<file path="src/rtl/pipe_skid_reg.sv">
// Valid/ready pipeline register with optional 2-entry skid, hold/flush controls and stall counter.
// Latency: 1 cycle from acceptance to out_data; 1 payload/cycle sustained when unstalled.
// Backpressure: SKID_EN=1 gives a registered in_ready (skid absorbs one beat); SKID_EN=0 gives a combinational in_ready.
module pipe_skid_reg #(
  parameter int                DATA_W  = 74,
  parameter logic [DATA_W-1:0] RST_VAL = '0,
  parameter bit                SKID_EN = 1'b1,
  parameter int                CNT_W   = 16
) (
  input  logic              clk,
  input  logic              rst,
  input  logic              in_valid,
  output logic              in_ready,
  input  logic [DATA_W-1:0] in_data,
  output logic              out_valid,
  input  logic              out_ready,
  output logic [DATA_W-1:0] out_data,
  input  logic              hold,
  input  logic              flush,
  output logic [CNT_W-1:0]  stall_cnt
);

  typedef enum logic [1:0] {
    EMPTY = 2'd0,
    FULL  = 2'd1,
    SKID  = 2'd2
  } state_t;

  state_t            state_q, state_d;
  logic [DATA_W-1:0] skid_q, skid_d, out_data_d;
  logic              in_ready_q, in_ready_d;
  logic              acc_in, acc_out;

  assign out_valid = (state_q != EMPTY);
  // hold behaves exactly like a deasserted out_ready
  assign acc_out   = out_valid & out_ready & ~hold;
  assign in_ready  = SKID_EN ? in_ready_q : (~out_valid | acc_out);
  assign acc_in    = in_valid & in_ready;

  always_comb begin
    state_d    = state_q;
    out_data_d = out_data;
    skid_d     = skid_q;
    if (flush) begin
      state_d = EMPTY;
    end else begin
      case (state_q)
        EMPTY: begin
          if (acc_in) begin
            state_d    = FULL;
            out_data_d = in_data;
          end
        end
        FULL: begin
          if (acc_in && acc_out) begin
            out_data_d = in_data;
          end else if (acc_out) begin
            state_d = EMPTY;
          end else if (acc_in && SKID_EN) begin
            state_d = SKID;
            skid_d  = in_data;
          end
        end
        SKID: begin
          if (acc_out) begin
            state_d    = FULL;
            out_data_d = skid_q;
          end
        end
        default: state_d = EMPTY;
      endcase
    end
    in_ready_d = (state_d != SKID);
  end

  always_ff @(posedge clk or negedge rst) begin
    if (!rst) begin
      state_q    <= EMPTY;
      out_data   <= RST_VAL;
      skid_q     <= RST_VAL;
      in_ready_q <= 1'b1;
    end else begin
      state_q    <= state_d;
      out_data   <= out_data_d;
      skid_q     <= skid_d;
      in_ready_q <= in_ready_d;
    end
  end

  // Saturates instead of wrapping; flush deliberately leaves it alone
  always_ff @(posedge clk or negedge rst) begin
    if (!rst) begin
      stall_cnt <= '0;
    end else if (out_valid && (!out_ready || hold) && (stall_cnt != {CNT_W{1'b1}})) begin
      stall_cnt <= stall_cnt + CNT_W'(1);
    end
  end

endmodule

</file>
<file path="config.mk">
export PLATFORM = sky130hd
export DESIGN_NAME = pipe_skid_reg
export DESIGN_NICKNAME = d
export VERILOG_FILES = /design/src/rtl/pipe_skid_reg.sv
export SDC_FILE = /design/constraint.sdc
export NUM_CORES = 1
export LEC_CHECK = 0
export CELL_PAD_IN_SITES_DETAIL_PLACEMENT = 1
export CELL_PAD_IN_SITES_GLOBAL_PLACEMENT = 1
export CORE_AREA = 4 4 137 139
export DETAILED_ROUTE_END_ITERATION = 8
export DIE_AREA = 0 0 141 143
export PLACE_DENSITY = 0.91
export SETUP_SLACK_MARGIN = 0.5
export SLEW_MARGIN = 25
export SYNTH_ARGS = -nofsm -noshare
export SYNTH_HDL_FRONTEND = slang
export SYNTH_SLANG_ARGS = --single-unit
export TNS_END_PERCENT = 5
</file>
<file path="constraint.sdc">
create_clock -name clk -period 4.11 [get_ports clk]
set_input_delay 0.822 -clock clk [delete_from_list [all_inputs] [get_ports clk]]
set_output_delay 0.822 -clock clk [all_outputs]
set_load 0.02 [all_outputs]
</file>
==> flow_summary.ini, run 1 <==
[status]
run_status = finished, final reports clean

[floorplan]
core_um2 = 17700
io_pins = 172
die_w_um = 141
die_area_um2 = 20200
fp.dieH_um = 143
initial_core_util_pct = 39.9
rows = 49

[power]
p_sw_share_pct = 30.9
p_comb_share_pct = 27.4
irDropWorstVdd_mv = 0.255
pwr-share-seq_pct = 44.6
p_clk_share_pct = 28.0
p_int_mw = 3.74
p_switching_mw = 1.67
p_leak_nw = 3.99
total_power_mw = 5.41
power.density_nw_per_um2 = 568

[route]
viasPerCell = 5.17
wirelength_mm = 18.8
first_pass_iters = 4
routedWlPerCell_um = 18.0
ant_nets = 0
dr.first_iter.drc_count = 196
vias = 5403
drc_errors = 0

[clock_network]
clock_latency_ns = 0.41
clockBufferDepth = 2
path_clk_slew_ns = 0.07
cts-resized-gates = 0
cts.hold.buffers_added = 0
post_cts_buffers = 0
cts_buffers = 17
cts-root-buf = clkbuf_16
cts_tree = built
cts_max_level = 4
clock-sinks = 167

[cells_and_area]
final_cells = 1046
num-fill-cells = 1926
final_common_cell = clkdlybuf4s50_1
layout-drive-gt1-share_pct = 15.5
syn_to_final_growth_pct = 35.1
final_cell_mix = 170 x clkdlybuf4s50_1, 166 x dfrtp_1, 157 x nand2_1
final_nets = 885
antenna_cells = 0

[global_route]
grt_max_degree = 149
grt_use_total_pct = 19.1
antenna_found_initial = 1
grt-ovfl-total = 0
grt_pass1_vias = 5967
grt_pass1_wl_mm = 30.9

[yosys]
syn_inst = 651
syn-cell-area_um2 = 7050
ys_warn_count = 0
synth_top_cells_by_area = dfrtp_1 59%, mux2_2 12%, nand2_1 8.4%, a31oi_1 6.6%, nor2_1 4.1%
synth_cell_types = 37
syn_avg_cell_area_um2 = 10.8
synth_seq_area_share_pct = 59.3
ys_ff_latch = 167
yosysTopAreaCell = dfrtp_1
synth.top_cell.area_share_pct = 58.9
synth_nets = 732

[worst_hold_path]
hp-class = in2async

[critical_path]
crit_chain = nand2b_4, a221oi_4, buf_12, nor2_1, a31oi_1
reg2reg_depth = 5
cp_max_fo = 148
cp_top_family = simple AND/OR/NAND/NOR gates
start_kind = register
rrSetupSlack_ns = 1.52
slowest_stage = nand2b_4
crit_path_max_incr_delay_ns = 0.64
arrival_ns = 2.91
required_ns = 4.44
crit_type = reg2reg
worstSetupEndpointType = register
crit_cells = 5
crit_buf_inv = 1

[placed_design]
port_buffers = 171
gp_congestion = 0.788
dp_hpwl_mm = 12.4
dp.cells = 1014

[sta]
rsz0062_at_grt = no
post-route-period-util_pct = 63.0
clock.fmax_ghz = 0.386
hold_violations = 0
relSlewSlack_pct = 36.0
drv_slew = 0
setup_tns_ns = 0
fin_crit_ns = 2.59
tightest_slew_ns = 0.960
setup_viol = 0
skew_ns = 0.00673

[flow_run]
maxCapViolations = 0
## final timing paths
path                                         from                        to
max                          state_q[0]$_DFF_PN0_  out_data[45]$_DFFE_PN0P_
min                                           rst  out_data[16]$_DFFE_PN0P_
max reg2reg                  state_q[0]$_DFF_PN0_  out_data[45]$_DFFE_PN0P_
min reg2reg                skid_q[62]$_DFFE_PN0P_    skid_q[62]$_DFFE_PN0P_
max in group asynchronous                     rst    skid_q[46]$_DFFE_PN0P_
min in group clk           skid_q[62]$_DFFE_PN0P_    skid_q[62]$_DFFE_PN0P_
## worst reg2reg max path, stage by stage (launching register included)
cell	delay (ns)
dfrtp_1	0.45
nand2b_4	0.64
a221oi_4	0.50
buf_12	0.39
nor2_1	0.35
a31oi_1	0.17
## sequential cells by signal, summed over array words and instances (netlist names)
register and count:
stall_cnt 16, state_q 2, in_ready 1, out_data 74, skid_q 74
## cell usage after synthesis (all sizes together)
master and count:
and2 1, nand2b 2, or4 1, nor2 78
nor2b 3, or3 1, a31oi 74, nor3b 1
dfstp 1, xor2 11, nand3b 1, nand3 5
nor3 4, or2 2, inv 2, xnor2 3
a21oi 2, ha 1, buf 28, clkbuf 14
a21o 1, nand4 6, o21ai 1, nand2 157
nor4 6, mux2 76, dfrtp 166, a221oi 1
nor4b 2
## area by class of cell
| cell class | instances | area, um2 | area share (%) |
|---|---|---|---|
| well taps | 229 | 287 | 3.01 |
| inverters | 2 | 7.51 | 0.0788 |
| repair buffers | 176 | 1800 | 18.9 |
| clock buffers | 19 | 433 | 4.55 |
| clock inverters | 13 | 121 | 1.27 |
| multi-input cells | 440 | 2690 | 28.3 |
| flip-flops and latches | 167 | 4180 | 43.9 |
## stage by stage
step	hold WS, ns	instance area, um2	util (%)	setup WS (ns)
after detailed placement	0.488	8970	50.8	1.35
after global placement	0.484	8960	50.7	1.41
after floorplan	0.480	7050	-	2.01
after global routing	0.525	9520	53.9	1.34
final	0.499	9520	53.9	1.52
after CTS	0.510	9520	53.9	1.50
## power by group through the flow
stage | logic (mW) | registers [mW] | clock network [mW]
6_report | 1.48 | 2.42 | 1.51
3_3_place_gp | 1.44 | 2.40 | 0
3_5_place_dp | 1.50 | 2.44 | 0
4_1_cts | 1.51 | 2.42 | 1.55
5_1_grt | 1.60 | 2.48 | 1.64
2_1_floorplan | 0.551 | 2.63 | 0
## routing by layer
metal / up-vias / track usage (%) / part of all wire (%)
met4: 2 / 6.88 / 2.0
met3: 27 / 3.25 / 3.5
li1: 2524 / - / -
met2: 111 / 33.8 / 51
met5: - / 0 / 0.037
met1: 2739 / 23.8 / 43
## cells by family (layout without fill, tap and decap cells)
kind of cell,after synthesis,count (layout),synth area share (%)
simple gates,270,270,16.3
flops,167,167,59.3
compound gates,79,79,7.10
mux,76,76,12.1
buf+inv,44,210,3.25
xor+xnor,14,14,1.74
fa+ha+maj,1,1,0.177
Power figures use the tool's default switching activity.
==> inputs of run 2 (changes only) <==
Settings changed: CORE_AREA 4 4 137 139 to 4 4 147 149, DIE_AREA 0 0 141 143 to 0 0 151 153, PLACE_DENSITY 0.91 to 0.84.
Clock period 4.11 ns to 2.2 ns, I/O delays scaled along.
==> run 2 against run 1 <==
  * Hold slack improved by 0.0086 ns
  * Sequential power is 86% higher
  * Cell area rose by 4.8%
  * Combinational power grew 91%
  * Critical path depth fell by 4
  * Register-to-register slack lost 1.2 ns
  * Sequential share of layout area is 2.0 points lower
  * Core utilization shrank 4.4 points
  * Critical path type is now reg2out
  * Critical endpoint is now out_data[20]
==> flow_summary.ini, run 2 (synthesis results as in run 1) <==
[clock_network]
clock_latency_ns = 0.43
clock-sinks = 167
cts_buffers = 17
cts_max_level = 4
path_clk_slew_ns = 0.07
clockBufferDepth = 2
cts-root-buf = clkbuf_16
cts_tree = built

[critical_path]
reg2reg_depth = 7
required_ns = 1.76
cp_top_family = buffers and inverters
cp_max_fo = 2
start_kind = register
slowest_stage = clkdlybuf4s50_1
crit_type = reg2out
worstSetupEndpointType = primary output
crit_buf_inv = 1
crit_cells = 1
crit_path_max_incr_delay_ns = 0.64
arrival_ns = 1.48
crit_chain = clkdlybuf4s50_1

[floorplan]
core_um2 = 20200
initial_core_util_pct = 35.0
io_pins = 172
rows = 52
die_w_um = 151
die_area_um2 = 23100
fp.dieH_um = 153

[cells_and_area]
final_area_um2 = 9980
final_cell_mix = 162 x dfrtp_1, 157 x nand2_1, 155 x clkdlybuf4s50_1
final_nets = 916
top_regs = out_data: 74 flops, skid_q: 74 flops, stall_cnt: 16 flops
final_common_cell = dfrtp_1
syn_to_final_growth_pct = 41.6
num-fill-cells = 2161
antenna_cells = 0
layout-drive-gt1-share_pct = 19.8

[power]
power.density_nw_per_um2 = 1040
irDropWorstVdd_mv = 0.526
p_leak_nw = 4.28

[sta]
skew_ns = 0.0164
relSlewSlack_pct = 57.8
setup_tns_ns = 0
rsz0062_at_grt = yes
drv_slew = 0
hold_violations = 0
fin_crit_ns = 1.92
clock.fmax_ghz = 0.520
setup_viol = 0
setup_ws_ns = 0.278
post-route-period-util_pct = 87.4
tightest_slew_ns = 0.632

[route]
wirelength_mm = 19.1
routedWlPerCell_um = 17.0
dr.first_iter.drc_count = 126
ant_nets = 0
vias = 5475
first_pass_iters = 4
viasPerCell = 4.90
drc_errors = 0

[placed_design]
dp_slack_ns = -0.0596
gp_congestion = 0.745
placed_cell_area_um2 = 9300
port_buffers = 171
dp_hpwl_mm = 13.3

[status]
run_status = finished, final reports clean

[worst_hold_path]
worstHoldPathCells = 1
hp-class = reg2reg

[global_route]
grt-ovfl-total = 0
grt_pass1_wl_mm = 31.0
grt_max_degree = 62
grt_use_total_pct = 16.8
antenna_found_initial = 0
grt_pass1_vias = 5927

[flow_run]
maxCapViolations = 0
-- run 2: cell count changes in the layout (fill, tap and decap cells not counted), moves of 4 or more --
cell             delta
dfrtp_2             +4
dfrtp_1             -4
buf_6               +4
buf_12              +8
buf_4              +20
clkdlybuf4s50_1    -15
dlygate4sd2_1       +7
clkinv_4            +4
-- run 2: final cells by class --
type / instances / area, um2 / share of cell area [%]
inverter: 2 / 10.0 / 0.100
timing repair buffer: 207 / 2140 / 21.4
tap: 270 / 338 / 3.38
clock buffer: 17 / 425 / 4.26
clock inverter: 15 / 166 / 1.67
sequential: 167 / 4190 / 41.9
multi-input combinational: 440 / 2720 / 27.3
-- run 2: final timing paths --
check	slack, ns	end	from
hold / removal	0.51	skid_q[39]$_DFFE_PN0P_	skid_q[39]$_DFFE_PN0P_
hold reg to reg	0.51	skid_q[39]$_DFFE_PN0P_	skid_q[39]$_DFFE_PN0P_
setup reg to reg	0.34	out_data[20]$_DFFE_PN0P_	in_ready$_DFF_PN1_
setup / recovery	0.28	out_data[20]	out_data[20]$_DFFE_PN0P_
max in group asynchronous	0.98	out_data[55]$_DFFE_PN0P_	rst
min in group asynchronous	0.52	stall_cnt[15]$_DFFE_PN0P_	rst
-- run 2: per-stage QoR --
stage / instances / util (%) / hold WS [ns] / total power [mW]
after floorplan: 651 / - / 0.144 / 5.95
after global placement: 1080 / 46.1 / 0.401 / 7.26
after detailed placement: 1080 / 46.1 / 0.398 / 7.42
after CTS: 1113 / 49.1 / 0.510 / 10.5
after global routing: 1118 / 49.5 / 0.518 / 10.9
final: 1118 / 49.5 / 0.508 / 10.3
-- run 2: power breakdown --
group	internal (mW)	switching (mW)	leakage (nW)
combinational	1.51	1.32	2.04
sequential	3.97	0.543	1.96
clock	1.70	1.31	0.287
total	7.17	3.17	4.28
-- run 2: timing repair --
action	in CTS	in global routing
pin swaps	0	2
setup endpoints to repair	252	253
setup buffers	0	5
endpoints found under the hold margin	40	0
gates resized for setup	21	17
gates cloned	0	0
hold buffers	1	0
-- run 2: worst register-to-register path, cell delays in order (launching register included) --
cell,delay [ns]
dfstp_2,0.57
nand3b_4,0.10
buf_4,0.16
a221oi_4,0.28
buf_12,0.18
buf_12,0.17
nor2_1,0.06
a31oi_1,0.22
-- run 2: layer usage --
layer	share of wire, %	track usage [%]	vias to the layer above
li1	-	-	2583
met2	50	28.1	132
met5	0	0	-
met1	43	21.3	2734
met4	1.8	5.44	0
met3	5.2	4.26	26
==> inputs of run 3 (changes only) <==
Settings changed: ABC_CLOCK_PERIOD_IN_PS from default to 2100, CORE_AREA 4 4 147 149 to 4 4 142 144, DIE_AREA 0 0 151 153 to 0 0 146 148, PLACE_DENSITY 0.84 to 0.86.
Clock period 2.2 ns to 2.1 ns, I/O delays scaled along.
==> run 3 against run 2 <==
  * Non-clock buffer count grew 4
  * Register-to-register slack lost 0.08 ns
  * Sequential cell count is the same
  * Combinational power grew 6%
  * Cell area grew 1.5%
  * Critical path type unchanged
==> flow_summary.ini, run 3 (synthesis results as in run 1) <==
[status]
run_status = finished, final reports clean

[clock_network]
clock-sinks = 167
clock_latency_ns = 0.42
cts-root-buf = clkbuf_16
cts_tree = built
path_clk_slew_ns = 0.06
cts_max_level = 4
clockBufferDepth = 2
cts_buffers = 17

[critical_path]
cp_max_fo = 2
crit_chain = clkdlybuf4s50_1
rr_endpoint = stall_cnt[1]$_DFFE_PN0P_
crit_path_max_incr_delay_ns = 0.62
required_ns = 1.68
cp_top_family = buffers and inverters
crit_buf_inv = 1
startpoint = out_data[69]$_DFFE_PN0P_
slowest_stage = clkdlybuf4s50_1
worstSetupEndpointType = primary output
reg2reg_depth = 6
rrSetupSlack_ns = 0.26
arrival_ns = 1.42
start_kind = register
reg2reg_from = stall_cnt[1]$_DFFE_PN0P_
crit_type = reg2out

[power]
p_comb_share_pct = 27.4
irDropWorstVdd_mv = 0.553
p_sw_share_pct = 30.3
power.density_nw_per_um2 = 1080
p_leak_nw = 4.30
p_switching_mw = 3.32
pwr-share-seq_pct = 43.5
p_clk_share_pct = 29.1
p_int_mw = 7.62

[global_route]
grt_pass1_vias = 6229
grt_max_degree = 76
grt-ovfl-total = 0
grt_pass1_wl_mm = 32.2
use_met2_pct = 32.3
grt_use_total_pct = 18.4
grt_busiest_layer = met2
use_met3_pct = 5.27
antenna_found_initial = 0
grtUsageMet1_pct = 22.3

[floorplan]
core_um2 = 18700
die_area_um2 = 21600
fp.dieH_um = 148
rows = 50
io_pins = 172
initial_core_util_pct = 37.7
die_w_um = 146

[cells_and_area]
final_cells = 1085
postLayoutCoreUtil_pct = 54.2
top_regs = out_data: 74 flops, skid_q: 74 flops, stall_cnt: 16 flops
syn_to_final_growth_pct = 43.8
final_nets = 920
antenna_cells = 0
layout-drive-gt1-share_pct = 22.4
final_cell_mix = 157 x nand2_1, 157 x dfrtp_1, 133 x clkdlybuf4s50_1
final_area_um2 = 10100

[route]
ant_nets = 0
drc_errors = 0
dr.first_iter.drc_count = 232
wirelength_mm = 20.1
viasPerCell = 5.15
routedWlPerCell_um = 18.6
first_pass_iters = 4
vias = 5593

[flow_run]
maxCapViolations = 0

[sta]
drv_slew = 0
relSlewSlack_pct = 64.8
post-route-period-util_pct = 87.7
tightest_slew_ns = 0.528
setup_tns_ns = 0
clock.fmax_ghz = 0.543
skew_ns = 0.00733
setup_viol = 0
hold_violations = 0
rsz0062_at_grt = yes
fin_crit_ns = 1.84

[placed_design]
placed_cell_area_um2 = 9280
dp_hpwl_mm = 13.3
port_buffers = 171
dp.cells = 1044
gp_congestion = 0.733

[worst_hold_path]
hp-class = in2async
## run 3: timing repair
action / CTS / global route
hold buffers: 1 / 0
buffers inserted: 1 / 3
resized for setup: 67 / 22
setup endpoints to repair: 254 / 255
pin swaps: 1 / 1
gates cloned: 0 / 5
endpoints found under the hold margin: 41 / 0
## run 3: final cells by class
type / instances / area, um2
clock buffer: 18 / 439
clock inverter: 13 / 156
fill: 1988 / 8570
inverter: 2 / 7.51
multi-input combinational: 440 / 2770
sequential: 167 / 4190
tap: 234 / 293
timing repair buffer: 211 / 2280
## run 3: worst max-delay path by stage
| stage | to | slack, ns | cells after the start |
|---|---|---|---|
| after floorplan | skid_q[13]$_DFFE_PN0P_ | 0.39 | 5 |
| after global placement | skid_q[62]$_DFFE_PN0P_ | -0.08 | 6 |
| after detailed placement | out_data[9]$_DFFE_PN0P_ | -0.13 | 8 |
| after CTS | out_data[46] | 0.24 | 1 |
| after global routing | out_data[13]$_DFFE_PN0P_ | 0.20 | 7 |
| final | out_data[69] | 0.26 | 1 |
## run 3: power by group through the flow
stage          clock, mW  combinational, mW  sequential [mW]
2_1_floorplan          0               1.09             5.14
3_3_place_gp           0               2.88             4.73
3_5_place_dp           0               3.00             4.79
4_1_cts             3.26               2.93             4.75
5_1_grt             3.42               3.25             4.88
6_report            3.18               3.00             4.76
## run 3: routing by layer
layer	wire length (um)	part of all wire [%]	up-vias
li1	-	-	2591
met1	8730	43	2827
met2	10100	50	144
met3	995	4.9	31
met4	349	1.7	0
met5	0	0	-
## run 3: stage by stage
step / hold WS (ns) / setup WS [ns] / power (mW)
2_1_floorplan: 0.124 / 0.388 / 6.23
5_1_grt: 0.522 / 0.200 / 11.5
6_report: 0.493 / 0.257 / 10.9
4_1_cts: 0.497 / 0.237 / 10.9
3_5_place_dp: 0.390 / -0.131 / 7.79
3_3_place_gp: 0.386 / -0.0787 / 7.61
